**config.mk**
```make
export PLATFORM = sky130hd
export DESIGN_NAME = mvm_stream_param_flat
export DESIGN_NICKNAME = d
export VERILOG_FILES = /design/src/rtl/mvm_stream_param_pkg.sv /design/src/rtl/mvm_stream_param_if.sv /design/src/rtl/mvm_stream_param_mac.sv /design/src/rtl/mvm_stream_param.sv /design/src/flat_wrapper.sv
export SDC_FILE = /design/constraint.sdc
export NUM_CORES = 1
export LEC_CHECK = 0
export ABC_AREA = 0
export BUFFER_PORTS_ARGS = -buffer_cell sky130_fd_sc_hd__buf_2
export CAP_MARGIN = 15
export CORE_MARGIN = 8
export CORE_UTILIZATION = 45
export CTS_CLUSTER_DIAMETER = 150
export DETAILED_ROUTE_END_ITERATION = 7
export GPL_TIMING_DRIVEN = 0
export SLEW_MARGIN = 25
export SYNTH_ARGS = -nofsm -noshare
export SYNTH_HDL_FRONTEND = slang
export SYNTH_HIERARCHICAL = 1
export SYNTH_SLANG_ARGS = --single-unit
```
**constraint.sdc**
```tcl
create_clock -name clk -period 5.7 [get_ports clk]
set_clock_uncertainty 0.05 [all_clocks]
set_input_delay 1.14 -clock clk [delete_from_list [all_inputs] [get_ports clk]]
set_output_delay 1.14 -clock clk [all_outputs]
set_load 0.01 [all_outputs]
```
**src/rtl/mvm_stream_param_pkg.sv**
```systemverilog
`default_nettype none
// ============================================================================
// Module      : mvm_pkg
// Description : Shared types and sizing helpers for the streaming
//               matrix-vector unit (FSM states, counter widths, frame length).
// Revision    : 1.0 - initial release
// ============================================================================
package mvm_pkg;

  typedef enum logic [1:0] {
    LOAD = 2'd0,
    CALC = 2'd1,
    OUT  = 2'd2
  } mvm_state_e;

  // Width of a counter that indexes n items; never narrower than one bit.
  function automatic int cnt_w(input int n);
    return (n > 1) ? $clog2(n) : 1;
  endfunction

  // Number of input beats in a frame: full load or bias+vector only.
  function automatic int frame_len(input int m, input int n, input bit reuse);
    return reuse ? (m + n) : (m * n + m + n);
  endfunction

endpackage
`default_nettype wire

```
**src/rtl/mvm_stream_param_if.sv**
```systemverilog
`default_nettype none
// ============================================================================
// Module      : mvm_stream_param_if
// Description : Operand input stream and result output stream of the
//               matrix-vector unit. slave = unit side, master = source/sink.
// Revision    : 1.0 - initial release
// ============================================================================
interface mvm_stream_param_if #(
  parameter int IN_W  = 8,
  parameter int OUT_W = 16
);
  logic                    s_valid;
  logic                    s_ready;
  logic signed [IN_W-1:0]  data_in;
  logic                    reuse_w;
  logic                    m_valid;
  logic                    m_ready;
  logic signed [OUT_W-1:0] data_out;

  modport slave (
    input  s_valid, data_in, reuse_w, m_ready,
    output s_ready, m_valid, data_out
  );

  modport master (
    output s_valid, data_in, reuse_w, m_ready,
    input  s_ready, m_valid, data_out
  );
endinterface
`default_nettype wire

```
**src/rtl/mvm_stream_param_mac.sv**
```systemverilog
`default_nettype none
// ============================================================================
// Module      : mvm_mac
// Description : Two-stage multiply-accumulate. Stage 1 registers the product,
//               stage 2 adds it to either the seed (first term of a row) or
//               the running sum. valid_o pulses with the finished row sum.
//               Optional macro MVM_SAT_EN: sticky per-row saturation.
// Revision    : 1.0 - initial release
// ============================================================================
module mvm_mac #(
  parameter int IN_W  = 8,
  parameter int OUT_W = 16
) (
  input  logic                    clk,
  input  logic                    reset,
  input  logic                    valid_i,
  input  logic                    clear_i,
  input  logic                    last_i,
  input  logic signed [OUT_W-1:0] seed_i,
  input  logic signed [IN_W-1:0]  a_i,
  input  logic signed [IN_W-1:0]  b_i,
  output logic signed [OUT_W-1:0] result_o,
  output logic                    valid_o
);
  localparam int PROD_W = 2 * IN_W;

  logic                    s1_valid_q, s1_clear_q, s1_last_q;
  logic signed [PROD_W-1:0] s1_prod_q;
  logic signed [OUT_W-1:0] s1_seed_q;
  logic signed [OUT_W-1:0] acc_q, acc_d;
  logic                    valid_q;
  logic signed [OUT_W-1:0] w_prod_ext;
  logic signed [OUT_W-1:0] w_base;

  assign w_prod_ext = OUT_W'(s1_prod_q);
  assign w_base     = s1_clear_q ? s1_seed_q : acc_q;

  // Stage 1: register the full-precision product alongside its row tags
  always_ff @(posedge clk) begin
    if (!reset) begin
      s1_valid_q <= 1'b0;
      s1_clear_q <= 1'b0;
      s1_last_q  <= 1'b0;
      s1_prod_q  <= '0;
      s1_seed_q  <= '0;
    end else begin
      s1_valid_q <= valid_i;
      s1_clear_q <= clear_i;
      s1_last_q  <= last_i;
      s1_prod_q  <= PROD_W'(a_i) * PROD_W'(b_i);
      s1_seed_q  <= seed_i;
    end
  end

`ifdef MVM_SAT_EN
  logic             sat_q, sat_d;
  logic [OUT_W:0]   w_sum;
  logic             w_sticky;

  assign w_sticky = !s1_clear_q && sat_q;
  assign w_sum    = {w_base[OUT_W-1], w_base} + {w_prod_ext[OUT_W-1], w_prod_ext};

  // Stage 2: accumulate with clamp; once a row clamps it stays clamped
  always_comb begin
    acc_d = acc_q;
    sat_d = sat_q;
    if (s1_valid_q) begin
      if (w_sticky) begin
        acc_d = acc_q;
        sat_d = 1'b1;
      end else if (w_sum[OUT_W] != w_sum[OUT_W-1]) begin
        sat_d = 1'b1;
        acc_d = w_sum[OUT_W] ? {1'b1, {(OUT_W-1){1'b0}}} : {1'b0, {(OUT_W-1){1'b1}}};
      end else begin
        sat_d = 1'b0;
        acc_d = w_sum[OUT_W-1:0];
      end
    end
  end

  // Sticky saturation flag for the row in progress
  always_ff @(posedge clk) begin
    if (!reset) sat_q <= 1'b0;
    else        sat_q <= sat_d;
  end
`else
  // Stage 2: two's-complement accumulate, wraps on overflow
  always_comb begin
    acc_d = acc_q;
    if (s1_valid_q) acc_d = w_base + w_prod_ext;
  end
`endif

  // Stage 2 register: running sum and row-complete strobe
  always_ff @(posedge clk) begin
    if (!reset) begin
      acc_q   <= '0;
      valid_q <= 1'b0;
    end else begin
      acc_q   <= acc_d;
      valid_q <= s1_valid_q && s1_last_q;
    end
  end

  assign result_o = acc_q;
  assign valid_o  = valid_q;
endmodule
`default_nettype wire

```
**src/rtl/mvm_stream_param.sv**
```systemverilog
`default_nettype none
// ============================================================================
// Module      : mvm_stream_param
// Description : Streaming y = W*x + b. Operands arrive byte-serially
//               (W row-major, b, x; or b, x when reusing W), results leave
//               as a valid/ready stream. Optional macro MVM_SAT_EN selects
//               saturating accumulation inside mvm_mac.
// Revision    : 1.0 - initial release
// ============================================================================
module mvm_stream_param
  import mvm_pkg::*;
#(
  parameter int M     = 3,
  parameter int N     = 3,
  parameter int IN_W  = 8,
  parameter int OUT_W = 16
) (
  input logic              clk,
  input logic              reset,
  mvm_stream_param_if.slave bus
);
  localparam int MN    = M * N;
  localparam int TOTAL = frame_len(M, N, 1'b0);
  localparam int PW    = cnt_w(TOTAL);
  localparam int WAW   = cnt_w(MN);
  localparam int RAW   = cnt_w(M);
  localparam int CAW   = cnt_w(N);

  mvm_state_e state_q, state_d;
  logic                    s_ready_q, s_ready_d;
  logic                    m_valid_q, m_valid_d;
  logic signed [OUT_W-1:0] data_out_q, data_out_d;
  logic [PW-1:0]           in_ptr_q, in_ptr_d;
  logic                    w_loaded_q, w_loaded_d;
  logic [WAW-1:0]          iss_idx_q, iss_idx_d;
  logic [RAW-1:0]          iss_row_q, iss_row_d;
  logic [CAW-1:0]          iss_col_q, iss_col_d;
  logic                    iss_done_q, iss_done_d;
  logic [RAW-1:0]          ret_row_q, ret_row_d;
  logic [RAW-1:0]          out_ptr_q, out_ptr_d;

  logic signed [IN_W-1:0]  w_mem_q [MN];
  logic signed [IN_W-1:0]  b_mem_q [M];
  logic signed [IN_W-1:0]  x_mem_q [N];
  logic signed [OUT_W-1:0] res_q   [M];

  logic                    w_s_fire;
  logic [PW-1:0]           w_eff_ptr;
  logic                    w_we, b_we, x_we;
  logic [WAW-1:0]          w_waddr;
  logic [RAW-1:0]          b_waddr;
  logic [CAW-1:0]          x_waddr;
  logic [RAW-1:0]          w_out_nxt;
  logic                    w_mac_valid;
  logic signed [OUT_W-1:0] w_seed;
  logic signed [OUT_W-1:0] w_mac_res;
  logic                    w_mac_vout;

  assign w_s_fire  = bus.s_valid && s_ready_q;
  // A reuse frame jumps straight to the bias section of the frame.
  assign w_eff_ptr = (in_ptr_q == '0 && bus.reuse_w && w_loaded_q) ? PW'(MN) : in_ptr_q;
  assign w_waddr   = WAW'(w_eff_ptr);
  assign b_waddr   = RAW'(w_eff_ptr - PW'(MN));
  assign x_waddr   = CAW'(w_eff_ptr - PW'(MN + M));
  assign w_out_nxt = out_ptr_q + 1'b1;
  assign w_seed    = OUT_W'(b_mem_q[iss_row_q]);

  mvm_mac #(.IN_W(IN_W), .OUT_W(OUT_W)) u_mac (
    .clk      (clk),
    .reset    (reset),
    .valid_i  (w_mac_valid),
    .clear_i  (iss_col_q == '0),
    .last_i   (iss_col_q == CAW'(N - 1)),
    .seed_i   (w_seed),
    .a_i      (w_mem_q[iss_idx_q]),
    .b_i      (x_mem_q[iss_col_q]),
    .result_o (w_mac_res),
    .valid_o  (w_mac_vout)
  );

  // Next-state and output decode for LOAD / CALC / OUT
  always_comb begin
    state_d     = state_q;
    s_ready_d   = s_ready_q;
    m_valid_d   = m_valid_q;
    data_out_d  = data_out_q;
    in_ptr_d    = in_ptr_q;
    w_loaded_d  = w_loaded_q;
    iss_idx_d   = iss_idx_q;
    iss_row_d   = iss_row_q;
    iss_col_d   = iss_col_q;
    iss_done_d  = iss_done_q;
    ret_row_d   = ret_row_q;
    out_ptr_d   = out_ptr_q;
    w_we        = 1'b0;
    b_we        = 1'b0;
    x_we        = 1'b0;
    w_mac_valid = 1'b0;
    case (state_q)
      LOAD: begin
        s_ready_d = 1'b1;
        if (w_s_fire) begin
          in_ptr_d = w_eff_ptr + 1'b1;
          if (w_eff_ptr < PW'(MN))          w_we = 1'b1;
          else if (w_eff_ptr < PW'(MN + M)) b_we = 1'b1;
          else                              x_we = 1'b1;
          if (w_eff_ptr == PW'(MN - 1)) w_loaded_d = 1'b1;
          if (w_eff_ptr == PW'(TOTAL - 1)) begin
            state_d    = CALC;
            s_ready_d  = 1'b0;
            in_ptr_d   = '0;
            iss_idx_d  = '0;
            iss_row_d  = '0;
            iss_col_d  = '0;
            iss_done_d = 1'b0;
            ret_row_d  = '0;
          end
        end
      end
      CALC: begin
        s_ready_d = 1'b0;
        if (!iss_done_q) begin
          w_mac_valid = 1'b1;
          iss_idx_d   = iss_idx_q + 1'b1;
          if (iss_col_q == CAW'(N - 1)) begin
            iss_col_d = '0;
            if (iss_row_q == RAW'(M - 1)) iss_done_d = 1'b1;
            else                          iss_row_d  = iss_row_q + 1'b1;
          end else begin
            iss_col_d = iss_col_q + 1'b1;
          end
        end
        if (w_mac_vout) begin
          if (ret_row_q == RAW'(M - 1)) begin
            state_d   = OUT;
            out_ptr_d = '0;
            m_valid_d = 1'b0;
          end else begin
            ret_row_d = ret_row_q + 1'b1;
          end
        end
      end
      OUT: begin
        if (!m_valid_q) begin
          m_valid_d  = 1'b1;
          data_out_d = res_q[out_ptr_q];
        end else if (bus.m_ready) begin
          if (out_ptr_q == RAW'(M - 1)) begin
            m_valid_d = 1'b0;
            state_d   = LOAD;
            s_ready_d = 1'b1;
          end else begin
            out_ptr_d  = w_out_nxt;
            data_out_d = res_q[w_out_nxt];
          end
        end
      end
      default: begin
        state_d   = LOAD;
        s_ready_d = 1'b0;
        m_valid_d = 1'b0;
      end
    endcase
  end

  // Control state register with synchronous active-low reset
  always_ff @(posedge clk) begin
    if (!reset) begin
      state_q    <= LOAD;
      s_ready_q  <= 1'b0;
      m_valid_q  <= 1'b0;
      data_out_q <= '0;
      in_ptr_q   <= '0;
      w_loaded_q <= 1'b0;
      iss_idx_q  <= '0;
      iss_row_q  <= '0;
      iss_col_q  <= '0;
      iss_done_q <= 1'b0;
      ret_row_q  <= '0;
      out_ptr_q  <= '0;
    end else begin
      state_q    <= state_d;
      s_ready_q  <= s_ready_d;
      m_valid_q  <= m_valid_d;
      data_out_q <= data_out_d;
      in_ptr_q   <= in_ptr_d;
      w_loaded_q <= w_loaded_d;
      iss_idx_q  <= iss_idx_d;
      iss_row_q  <= iss_row_d;
      iss_col_q  <= iss_col_d;
      iss_done_q <= iss_done_d;
      ret_row_q  <= ret_row_d;
      out_ptr_q  <= out_ptr_d;
    end
  end

  // Operand and result storage; contents are only read after being written
  always_ff @(posedge clk) begin
    if (w_we) w_mem_q[w_waddr] <= bus.data_in;
    if (b_we) b_mem_q[b_waddr] <= bus.data_in;
    if (x_we) x_mem_q[x_waddr] <= bus.data_in;
    if (w_mac_vout) res_q[ret_row_q] <= w_mac_res;
  end

  assign bus.s_ready  = s_ready_q;
  assign bus.m_valid  = m_valid_q;
  assign bus.data_out = data_out_q;
endmodule
`default_nettype wire
```
**src/flat_wrapper.sv**
```systemverilog
// flat-port wrapper written by rule: the top's interface ports become plain ports
module mvm_stream_param_flat import mvm_pkg::*;
#(
  parameter int M     = 3,
  parameter int N     = 3,
  parameter int IN_W  = 8,
  parameter int OUT_W = 16
)
  (clk, reset, bus_s_valid, bus_data_in, bus_reuse_w, bus_m_ready, bus_s_ready, bus_m_valid, bus_data_out);
  mvm_stream_param_if #(.IN_W(IN_W), .OUT_W(OUT_W)) bus_i ();
  input logic clk;
  input logic reset;
  input wire logic [$bits(bus_i.s_valid)-1:0] bus_s_valid;
  input wire logic [$bits(bus_i.data_in)-1:0] bus_data_in;
  input wire logic [$bits(bus_i.reuse_w)-1:0] bus_reuse_w;
  input wire logic [$bits(bus_i.m_ready)-1:0] bus_m_ready;
  output wire logic [$bits(bus_i.s_ready)-1:0] bus_s_ready;
  output wire logic [$bits(bus_i.m_valid)-1:0] bus_m_valid;
  output wire logic [$bits(bus_i.data_out)-1:0] bus_data_out;
  assign bus_i.s_valid = bus_s_valid;
  assign bus_i.data_in = bus_data_in;
  assign bus_i.reuse_w = bus_reuse_w;
  assign bus_i.m_ready = bus_m_ready;
  assign bus_s_ready = bus_i.s_ready;
  assign bus_m_valid = bus_i.m_valid;
  assign bus_data_out = bus_i.data_out;
  mvm_stream_param #(.M(M), .N(N), .IN_W(IN_W), .OUT_W(OUT_W)) u_core (.clk(clk), .reset(reset), .bus(bus_i));
endmodule
```
### Word-level counts from Yosys, hierarchy flattened

Memory sizes are Yosys's and may differ from the RTL's. A register that Yosys moved wholly into a read port is not among the register bits.
Index checks and enable logic that the tools add are counted.

| storage, ports and cells | value |
|---|---|
| bits in registers | 74 |
| RAM bits | 168 |
| input bits | 13 |
| output and inout port bits | 18 |
| logic and storage cells | 159 |
| memories | 4 |

| cells by class | value |
|---|---|
| add/subtract/negate cells | 9 |
| multipliers | 1 |
| order comparisons | 2 |
| equal/unequal tests | 22 |
| muxes and demuxes | 80 |
| bitwise logic cells | 1 |
| reduce and logical (&&, ||, !) cells | 22 |

Memory list:

| memory | words | width | read ports | clocked after memory_dff | write ports | RTL line | RTL |
|---|---|---|---|---|---|---|---|
| u_core.w_mem_q | 9 | 8 | 1 | 1 | 1 | mvm_stream_param.sv:42 | `logic signed [IN_W-1:0] w_mem_q [MN];` |
| u_core.res_q | 3 | 16 | 2 | 1 | 1 | mvm_stream_param.sv:45 | `logic signed [OUT_W-1:0] res_q [M];` |
| u_core.b_mem_q | 3 | 8 | 1 | 1 | 1 | mvm_stream_param.sv:43 | `logic signed [IN_W-1:0] b_mem_q [M];` |
| u_core.x_mem_q | 3 | 8 | 1 | 1 | 1 | mvm_stream_param.sv:44 | `logic signed [IN_W-1:0] x_mem_q [N];` |

Operators by type and width:

| operator | number |
|---|---|
| $mux 16 | 4 |
| $mux 2 | 25 |
| $mux 1 | 35 |
| $mux 4 | 7 |
| $ne 2x2->1 const B | 9 |
| $add 16x16->16 | 1 |
| $mul 8x8->16 | 1 |
| $pmux 2 s2 | 4 |
| $reduce_and 3->1 | 5 |
| $reduce_and 6->1 | 2 |
| $eq 2x2->1 const B | 5 |
| $ne 2x1->1 const B | 5 |
| $add 2x1->2 const B | 4 |
| $add 4x1->4 const B | 2 |
| $eq 4x4->1 const B | 2 |
| $lt 4x4->1 const B | 2 |
| $pmux 4 s2 | 1 |
| $reduce_and 7->1 | 1 |
| $pmux 2 s3 | 1 |
| $reduce_and 5->1 | 1 |
| $logic_and 1x1->1 | 4 |
| $logic_not 2->1 | 2 |
| $logic_not 4->1 | 1 |
| $pmux 1 s2 | 2 |
| 8 further kinds | 11 |

### Longest topological paths before layout

Gate-level depths: netlist (run 1).

| logic depth | value |
|---|---|
| depth after elaboration | 11 |
| gate-level depth with buffers | 21 |
| mapped depth without buffers | 19 |

### Modules after synthesis

The synthesis (run 1) kept the hierarchy.

By module, submodules not included:

| module | times used | cells an instance | area each (um2) | sequential area each (um2) |
|---|---|---|---|---|
| mvm_stream_param | 1 | 586 | 8700.8 | 6005.8 |
| mvm_mac | 1 | 529 | 4933.5 | 1041.0 |

### Worst setup path before layout (run 1)

Ideal clock, no wire load.

| timing path | value |
|---|---|
| kind | reg-to-reg |
| start point | register with a tool-made name |
| end point | register u_core.u_mac.s1_prod_q[15] |
| library setup time | 123 ps |
| data arrival time | 5249 ps |
| data required time | 5527 ps |
| path slack | 279 ps |
| stages on the path, launching flop included | 22 |
| buffers on the path | 2 |
| period minus slack after synthesis | 5421 ps |
| path through | dfxtp_1 -> buf_2 -> buf_4 -> mux4_2 -> a222oi_1 -> inv_1 -> and2_1 -> fa_1 -> inv_1 -> fa_1 -> inv_1 -> fa_1 -> inv_1 -> fa_1 -> inv_1 -> ha_1 -> o21a_1 -> a21oi_2 -> o22ai_1 -> o41ai_2 -> nor4b_1 -> nand3b_1 |

RTL lines:

| what | RTL line | RTL |
|---|---|---|
| end signal, assigned | mvm_stream_param_mac.sv:50 | `s1_prod_q <= PROD_W'(a_i) * PROD_W'(b_i);` |
| end, declared | mvm_stream_param_mac.sv:28 | `logic signed [PROD_W-1:0] s1_prod_q;` |

==> results.md, run 1 <==
- Run status: finished with violations
- Failing checks: negative setup slack
- Critical path class: reg2reg
- EDFF count, synth: ~170
- Die Y: approximately 190 um
- Final worst setup slack: -0.0675 ns
- Register area: roughly 7000 um^2
- Setup violations, final: 2
- Top-Level Pins: 31
- Number of global-route vias before repair: just under 9,000
- Largest net degree at the start of global routing: 19
- Most frequent cells after synthesis: edfxtp_1, inv_1, dfxtp_1
- Ant. Diodes: 0
- Total core area: just under 30,000 um^2
- Worst EP arrival: around 6.2 ns
- First-pass GRT wire length: between 40,000 and 50,000 um
- Net switching fraction of the power: around 24%
- PwrDens: roughly 310 nW/um^2
- Final min period: between 5 and 6 ns
- Slew Limit Fails: 0
- TritonCTS clock tree: yes
- Area leader, netlist: edfxtp_1
- Number of library cell types mapped by synthesis: 69
- RSZ-0062 raised after global routing: yes
- GRT Util Overall: about 16%
- Syn Std Cell Area: ~14,000 um^2
- DR pass1 iterations: 4
- Sum Neg Setup Slack: -0.113 ns
- Maximum clock path buffer count: 3
- Number of max-cap violations: 0
- Post-CTS Hold Buffers: 0
- Clock latency on the worst-skew pair: 0.57 ns
- Post-DP HPWL: roughly 20,000 um
- Peak VDD IR: around 0.22 mV
- Clock sinks: 268
- Clk network pwr share: between 40% and 50%
- Total die area: about 36,000 um^2
- Post-route clock period utilization: 101%
- Final net count: between 1,000 and 1,500
- CTS root buf: clkbuf_16
- Register area share after synthesis: between 50% and 60%
- Clk slew on worst S/H paths: about 0.060 ns
- Initial antenna violation count: 0
- Fraction of registers with async set/reset: 0%
- Switching pwr: 1.20 mW
- CP Capture Type: register
- Wire per inst: about 18 um
- Via count: 8,428
- Placer Congestion: roughly 0.78
- Dpl cells: roughly 1,500
- Post-Layout Cell Count: approximately 1,600
- Final hold viol count: 0
- Rel. slew slack: 35.5%
- #FFs+latches synth: 268
- CP Launch Type: register
- Syn Nets: 1,234
- Mean post-synth cell area: ~12 um^2
- Reg power frac: between 40 and 50%
- Pint: 3.74 mW
- Final routed DRC violation total: 0
- Logic pwr share: 14.3%
- Initial DRC count: approximately 500
- Multi-input gate area: a little over 6000 um^2
- Total grt overflow: 0
- Remaining antenna violation count: 0
- P_leak: 5.84 nW
- Hold Crit Class: reg2reg
- Vias per std cell: roughly 5.2
- Ys flop type: edfxtp_1
- Crit-path max FO: 7
- Die extent in x: between 150 and 200 um
- Num CTS Buffers: 30
- Synth top area share: between 30% and 40%
- H-Tree Depth: 1
- Most common cell in the synthesized netlist: edfxtp_1
- Drt total wl: around 29,000 um
- Highest clock rate: roughly 170 MHz
- WP data required: around 6.1 ns
- Port Buffers: 30
- Leading post-synthesis cells by cell area: edfxtp_1, dfxtp_1, fa_1, ha_1, mux2i_1
- Least-Margin Pin Slew: 0.963 ns
- Share of cells above drive strength 1: between 10% and 20%
- Ys Warns: 6
- P&R area growth vs syn: 15.9%
- Fillers: 2,573
- Initial core utilization: ~46%
- Post-Synthesis Cells: between 1,000 and 1,500
- Site Rows: 63
## cells in the final DEF (no fill, tap or decap), drive strengths merged, types with 8 or more instances in the layout
cell type	instances
a21boi	13
a21oi	40
a222oi	8
and2	72
buf	74
clkbuf	64
clkinv	12
dfxtp	100
edfxtp	168
fa	56
ha	50
inv	112
mux2	30
mux2i	59
mux4	16
nand2	70
nand2b	12
nand3	8
nand3b	9
nor2	24
nor2b	27
nor3	11
o21ai	73
o221a	16
xnor2	14
## layer usage
layer  vias up  part of all wire (%)  GRT usage (%)
li1       4145                     -              -
met1      4083                    44           20.1
met2       151                    48           27.5
met3        49                   4.6           2.49
met4         0                   3.3           6.07
met5         -                     0              0
## worst max-delay path: stages, from the launching register on
cell	delay (ns)
dfxtp_2	0.34
buf_8	0.15
buf_12	0.13
mux4_2	0.51
a222oi_1	0.54
inv_1	0.13
buf_6	0.16
and2_4	0.16
fa_1	0.47
inv_1	0.05
fa_1	0.49
inv_2	0.04
fa_1	0.54
inv_2	0.04
fa_1	0.54
inv_2	0.04
ha_4	0.21
o21a_1	0.12
a21oi_2	0.20
o22ai_2	0.12
o41ai_2	0.20
buf_4	0.18
nor4b_2	0.04
nand3b_1	0.17
## stage by stage
| stage | utilization (%) | area, um^2 | setup WS [ns] | hold slack, ns | total power [mW] |
|---|---|---|---|---|---|
| 6_report | 53.2 | 15800 | -0.0675 | 0.417 | 4.94 |
| 5_1_grt | 53.2 | 15800 | -0.179 | 0.439 | 5.17 |
| 4_1_cts | 52.9 | 15700 | -0.0464 | 0.427 | 4.97 |
| 3_5_place_dp | 48.3 | 14300 | -0.875 | 0.413 | 2.78 |
| 3_3_place_gp | 48.0 | 14300 | -0.839 | 0.414 | 2.77 |
| 2_1_floorplan | - | 13600 | 0.279 | 0.387 | 2.64 |
## path summary, 6_finish.rpt
kind	startpoint	end	slack, ns	depth (start not counted)
worst max register to register	register	u_core/u_mac/s1_prod_q[15]	-0.07	23
worst max-delay path	register	u_core/u_mac/s1_prod_q[15]	-0.07	23
worst min register to register	u_core/u_mac/s1_last_q	u_core/u_mac/valid_o	0.42	1
worst min-delay path	u_core/u_mac/s1_last_q	u_core/u_mac/valid_o	0.42	1
## sequential cells by signal (all words and copies together), names as in the netlist, 2 cells and up, named ones only
signal / flops
u_core/iss_row_q: 2
u_core/ret_row_q: 2
u_core/bus.data_out: 16
u_core/iss_col_q: 2
u_core/u_mac/s1_seed_q: 16
u_core/state_q: 2
u_core/in_ptr_q: 4
u_core/res_q: 48
u_core/u_mac/result_o: 16
u_core/w_mem_q: 72
u_core/u_mac/s1_prod_q: 16
u_core/b_mem_q: 24
u_core/x_mem_q: 24
u_core/iss_idx_q: 4
u_core/out_ptr_q: 2
## power by group through the flow
stage               logic [mW]  clock network, mW  registers [mW]
floorplan                0.484                  0            2.15
global placement         0.616                  0            2.16
detailed placement       0.627                  0            2.16
CTS                      0.687               2.17            2.12
global route             0.806               2.24            2.12
finish                   0.706               2.12            2.12
## logic make-up (layout without fill, tap and decap cells)
kind of cell | Yosys count | after routing | share of synthesized area (%)
XOR/XNOR | 18 | 18 | 1.16
AND/OR/NAND/NOR | 264 | 264 | 10.7
AO/OA/AOI/OAI | 197 | 197 | 9.77
flip-flops | 268 | 268 | 51.7
buffers and inverters | 157 | 269 | 4.46
multiplexers | 105 | 105 | 9.45
adder cells (fa/ha/maj) | 106 | 106 | 12.8
## repair_timing
item | in CTS | in global routing
pin swaps | 15 | 18
resized for setup | 29 | 17
setup buffers | 13 | 10
cloned | 1 | 0
setup endpoints to repair | 9 | 5
## cell type report
type                    count  area share (%)
clock buffers              34            5.24
repair buffers             58            2.49
flip-flops and latches    268            44.6
clock inverters            22            1.91
inverters                 109            2.59
well taps                 390            3.09
multi-input cells         690            38.7
plain buffers              46            1.38
Note: power is estimated with default switching activity, not from simulation.
==> run 2, diff against run 1 <==
--- a/config.mk
+++ b/config.mk
@@ -8,6 +8,7 @@
 export ABC_AREA = 0
 export BUFFER_PORTS_ARGS = -buffer_cell sky130_fd_sc_hd__buf_2
 export CAP_MARGIN = 15
+export CORE_ASPECT_RATIO = 0.8
 export CORE_MARGIN = 8
 export CORE_UTILIZATION = 45
 export CTS_CLUSTER_DIAMETER = 150
==> results.md, run 2 (synthesized netlist as in run 1, its figures left out) <==
- Power, Total: 4.72 mW
- Hold path endpoint: u_core/res_q[1][3]
- DR pass1 iterations: 7
- Slowest cell on the critical path: fa_1
- Number of global-route vias before repair: 8,718
- Net switching fraction of the power: 24.4%
- Commonest non-fill, non-tap cell in the layout: edfxtp_1
- Worst Hold Margin: ~0.44 ns
- Switching pwr: approximately 1.2 mW
- Worst Reg2Reg Path Length in Cells: 23
- Maximum clock path buffer count: 3
- Initial DRC count: 589
- Hold Crit Class: reg2reg
- Largest net degree at the start of global routing: 19
- Post-route clock period utilization: between 90 and 100%
- Placer Congestion: between 0.8 and 0.9
- Highest clock rate: 177 MHz
- Register area: between 7000 and 8000 um^2
- Initial core utilization: 45.3%
- Run status: finished, final reports clean
- Clk slew on worst S/H paths: around 0.060 ns
- Clock latency on the worst-skew pair: 0.54 ns
- Commonest non-fill, non-tap cells in the layout: edfxtp_1, dfxtp_1, inv_1
- Drt total wl: 29,500 um
- Share of cells above drive strength 1: around a fifth
- Port Buffers: 30
- Pint: between 3 and 4 mW
- Worst EP arrival: 5.99 ns
- Final min period: 5.65 ns
- Most flop-heavy register: u_core/w_mem_q
- Crit-path max FO: 8
- First-pass GRT wire length: between 40,000 and 50,000 um
- Buffers & Inverters on Critical Path: 9
- Total die area: about 36,000 um^2
- CP Launch Type: register
- Logic pwr share: 15.4%
- CP max stage delay: 0.54 ns
- Hold Path Stages: 0
- Critical path class: reg2reg
- Largest delay share family, worst path: adder cells
- PwrDens: 299 nW/um^2
- Multi-input gate area: approximately 6000 um^2
- Global routing usage on met3: just under 3%
- Final hold viol count: 0
- TritonCTS clock tree: yes
- Site Rows: between 50 and 60
- Total core area: around 30,000 um^2
- R2R Setup Slk: 0.05 ns
- Largest registers: u_core/w_mem_q x72, u_core/res_q x48
- Setup violations, final: 0
- Clock sinks: 268
- CP Capture Type: register
- Wire per inst: about 18 um
- Fillers: approximately 2,700
- Peak VDD IR: about 0.21 mV
- CTS root buf: clkbuf_16
- Busiest layer in global routing: met2
- GRT Util Overall: roughly 17%
- Remaining antenna violation count: 0
- Least-Margin Pin Slew: between 0.9 and 1 ns
- Die Y: between 150 and 200 um
- Initial antenna violation count: 0
- Core Util, Final: between 50% and 60%
- Met2 Use GR: a little over a quarter
- H-Tree Depth: 1
- Vias per std cell: ~5.2
- Hold path start: u_core/u_mac/result_o[3]
- Rel. slew slack: 33.5%
- Reg power frac: between 40% and 50%
- M1 GR Usage: 23.7%
- Number of max-cap violations: 0
- Final routed DRC violation total: 0
- Max FFs per register: 72
- P_leak: roughly 5.8 nW
- Top-Level Pins: 31
- Clk network pwr share: slightly below 40%
- R2R Path End: u_core/u_mac/s1_prod_q[15]
- RSZ-0062 raised after global routing: yes
- Post-DP HPWL: around 21,000 um
- Die extent in x: 211 um
- Final net count: approximately 1,300
- Slew Limit Fails: 0
- Num CTS Buffers: 27
- P&R area growth vs syn: 15.6%
- Total grt overflow: 0
- WP data required: ~6.0 ns
- Via count: about 8,600
- CP Cell Sequence: buf_8 > buf_12 > buf_4 > mux4_2 > a222oi_1 > inv_2 > and2_4 > fa_1 > inv_1 > fa_1 > inv_2 > fa_1 > inv_2 > fa_1 > inv_2 > ha_4 > o21a_1 > a21oi_2 > o22ai_2 > o41ai_2 > buf_4 > nor4b_4 > nand3b_1
-- run 2: cell type report --
cell class / count / share of cell area [%]
antenna: 1 / 0.0159
buffer: 46 / 1.38
clock buffer: 32 / 4.60
clock inverter: 18 / 1.41
inverter: 109 / 2.59
multi-input combinational: 690 / 39.1
sequential: 268 / 44.7
tap: 413 / 3.28
timing repair buffer: 68 / 2.90
-- run 2: how the worst max path moves through the flow --
stage	start	cells after the start	to	slack, ns
final	register	23	u_core/u_mac/s1_prod_q[15]	0.05
after CTS	register	20	u_core/u_mac/s1_prod_q[15]	0.003
after global placement	register	21	u_core/u_mac/s1_prod_q[15]	-0.72
after floorplan	register	21	u_core/u_mac/s1_prod_q[15]	0.28
after global routing	register	23	u_core/u_mac/s1_prod_q[15]	-0.19
after detailed placement	register	21	u_core/u_mac/s1_prod_q[15]	-0.77
-- run 2: power by group through the flow --
stage	clock [mW]	combinational, mW	sequential (mW)
3_3_place_gp	0	0.613	2.16
5_1_grt	1.99	0.827	2.12
4_1_cts	1.92	0.693	2.12
3_5_place_dp	0	0.620	2.16
2_1_floorplan	0	0.484	2.15
6_report	1.88	0.727	2.12
-- run 2: what timing repair did --
item,in CTS,in global routing
pin swaps,26,20
setup endpoints to repair,9,6
hold buffers,0,0
gates cloned,1,0
buffers inserted,20,13
gates resized for setup,44,19
-- run 2: metal layers --
| metal | wire [um] | up-vias |
|---|---|---|
| met4 | 473 | 0 |
| li1 | - | 4158 |
| met1 | 14400 | 4238 |
| met5 | 0 | - |
| met3 | 1430 | 28 |
| met2 | 13200 | 163 |
-- run 2: stage by stage --
stage          setup slack, ns  cell area, um^2  setup TNS, ns  instances
2_1_floorplan            0.279            13600              0       1115
3_3_place_gp            -0.722            14300          -3.52       1558
3_5_place_dp            -0.767            14400          -3.66       1563
4_1_cts                0.00300            15600              0       1633
5_1_grt                 -0.187            15800         -0.531       1644
6_report                0.0486            15800              0       1645
==> run 3, diff against run 2 <==
--- a/config.mk
+++ b/config.mk
@@ -10,10 +10,12 @@
 export CAP_MARGIN = 15
 export CORE_ASPECT_RATIO = 0.8
 export CORE_MARGIN = 8
-export CORE_UTILIZATION = 45
+export CORE_UTILIZATION = 41
+export CTS_BUF_LIST = sky130_fd_sc_hd__clkbuf_2
 export CTS_CLUSTER_DIAMETER = 150
 export DETAILED_ROUTE_END_ITERATION = 7
 export GPL_TIMING_DRIVEN = 0
+export HOLD_SLACK_MARGIN = 0.02
 export SLEW_MARGIN = 25
 export SYNTH_ARGS = -nofsm -noshare
 export SYNTH_HDL_FRONTEND = slang
==> results.md, run 3 (synthesized netlist as in run 1, its figures left out) <==
- Final worst setup slack: around 0.073 ns
- DP Worst Slack: -0.773 ns
- Fillers: between 3,000 and 4,000
- Maximum clock path buffer count: 3
- P_leak: between 5 and 6 nW
- Logic pwr share: approximately 18%
- Crit-path max FO: 6
- Worst EP arrival: about 6.3 ns
- Final net count: ~1,400
- Switching pwr: about 1.2 mW
- PwrDens: between 200 and 300 nW/um^2
- CP Cell Sequence: buf_12 > buf_6 > mux4_2 > a222oi_1 > inv_1 > and2_4 > fa_1 > inv_1 > fa_1 > inv_1 > fa_1 > inv_1 > fa_1 > inv_2 > ha_4 > o21a_1 > a21oi_2 > o22ai_2 > o41ai_2 > buf_4 > nor4b_2 > nand3b_1
- Remaining antenna violation count: 0
- WP data required: 6.34 ns
- Commonest non-fill, non-tap cell in the layout: edfxtp_1
- Placer Congestion: 0.844
- Clk network pwr share: a little under a third
- Pint: around 3 mW
- Wire per inst: ~18 um
- Num CTS Buffers: 67
- Slowest cell on the critical path: mux4_2
- CTS root buf: clkbuf_2
- TritonCTS clock tree: yes
- Power, Total: between 4 and 5 mW
- Total die area: roughly 39,000 um^2
- Initial DRC count: 539
- Port Buffers: 30
- Vias per std cell: between 5 and 6
- CP max stage delay: about 0.54 ns
- Worst Hold Margin: ~0.42 ns
- Largest net degree at the start of global routing: 19
- H-Tree Depth: 3
- Total core area: about 33,000 um^2
- DR pass1 iterations: 6
- Top-Level Pins: 31
- First-pass GRT wire length: about 48,000 um
- Hold Crit Class: reg2reg
- Critical path class: reg2reg
- Initial antenna violation count: 2
- Initial core utilization: 41.8%
- Setup violations, final: 0
- CP Launch Type: register
- Slew Limit Fails: 0
- Net switching fraction of the power: between 20% and 30%
- Clk slew on worst S/H paths: 0.10 ns
- GRT Util Overall: approximately 16%
- Run status: finished, final reports clean
- Commonest non-fill, non-tap cells in the layout: edfxtp_1, inv_1, dfxtp_1
- Post-DP HPWL: between 20,000 and 25,000 um
- RSZ-0062 raised after global routing: yes
- Dpl cells: around 1,600
- Share of cells above drive strength 1: a little over a fifth
- Number of max-cap violations: 0
- Number of global-route vias before repair: 8,870
- Least-Margin Pin Slew: a little over 1 ns
- Largest registers: u_core/w_mem_q x72, u_core/res_q x48
- Rel. slew slack: a little under a third
- Most flop-heavy register: u_core/w_mem_q
- Total grt overflow: 0
- Clock latency on the worst-skew pair: roughly 0.83 ns
- P&R area growth vs syn: 13.1%
- Max FFs per register: 72
- CP Capture Type: register
- Post-Layout Cell Count: between 1,500 and 2,000
- Die Y: about 180 um
- Sum Neg Setup Slack: 0 ns
- Reg power frac: a little over 50%
- Peak VDD IR: roughly 0.10 mV
- Clock sinks: between 200 and 300
- Final hold viol count: 0
- Post-route clock period utilization: a little over nine tenths
- Final min period: roughly 5.6 ns
- Site Rows: just under 60
- Die extent in x: 220 um
- Drt total wl: about 30,000 um
- Via count: 8,830
- Highest clock rate: about 180 MHz
- Final routed DRC violation total: 0
-- run 3: cell count changes in the layout (fill, tap and decap cells not counted), sizes merged --
cell	previous run	this run
buf	84	78
clkinvlp	0	2
clkinv	11	16
inv	111	112
diode	1	4
bufinv	5	2
clkbuf	62	123
-- run 3: routing by layer --
| metal | up-vias | track usage [%] | share of wire (%) |
|---|---|---|---|
| met2 | 192 | 23.2 | 43 |
| met5 | - | 0 | 0.040 |
| li1 | 4276 | - | - |
| met1 | 4317 | 22.3 | 50 |
| met3 | 43 | 3.66 | 5.8 |
| met4 | 2 | 5.49 | 1.7 |
-- run 3: metrics by stage --
step / utilization, % / cell area, um^2
3_5_place_dp: 44.1 / 14400
6_report: 47.3 / 15400
5_1_grt: 47.3 / 15400
4_1_cts: 46.9 / 15300
2_1_floorplan: - / 13600
3_3_place_gp: 43.9 / 14300
-- run 3: worst max-delay path: cells and delay by family, from the launching register on --
family,cells,cell delay [ns]
compound gates,5,1.07
fa+ha+maj,5,2.24
buf+inv,8,0.83
flops,1,0.35
mux,1,0.54
simple gates,3,0.42
-- run 3: final timing paths --
kind	slack (ns)	depth (start not counted)	from	to
setup / recovery	0.07	22	register	u_core/u_mac/s1_prod_q[15]
setup reg to reg	0.07	22	register	u_core/u_mac/s1_prod_q[15]
hold reg to reg	0.42	1	u_core/u_mac/s1_last_q	u_core/u_mac/valid_o
hold / removal	0.42	1	u_core/u_mac/s1_last_q	u_core/u_mac/valid_o
-- run 3: what timing repair did --
item                       4_1_cts  5_1_grt
pin swaps                       15       18
setup endpoints to repair        9        7
buffers inserted                19        7
gates cloned                     1        0
gates resized for setup         29       23
hold buffers                     0        0
-- run 3: final cells by class --
type                            count  area [um^2]  area share (%)
Sequential cell                   268         7050            45.7
Multi-Input combinational cell    690         6150            39.9
Tap cell                          427          534            3.46
Clock buffer                       93          465            3.02
Timing Repair Buffer               62          418            2.71
Inverter                          109          409            2.65
Buffer                             46          223            1.44
Clock inverter                     23          156            1.01
Antenna cell                        4         10.0          0.0649
-- run 3: power by group through the flow --
stage | clock, mW | combinational [mW] | sequential, mW
after floorplan | 0 | 0.484 | 2.15
after global placement | 0 | 0.615 | 2.16
after detailed placement | 0 | 0.626 | 2.16
after CTS | 1.35 | 0.691 | 2.12
after global routing | 1.45 | 0.817 | 2.12
final | 1.29 | 0.725 | 2.12
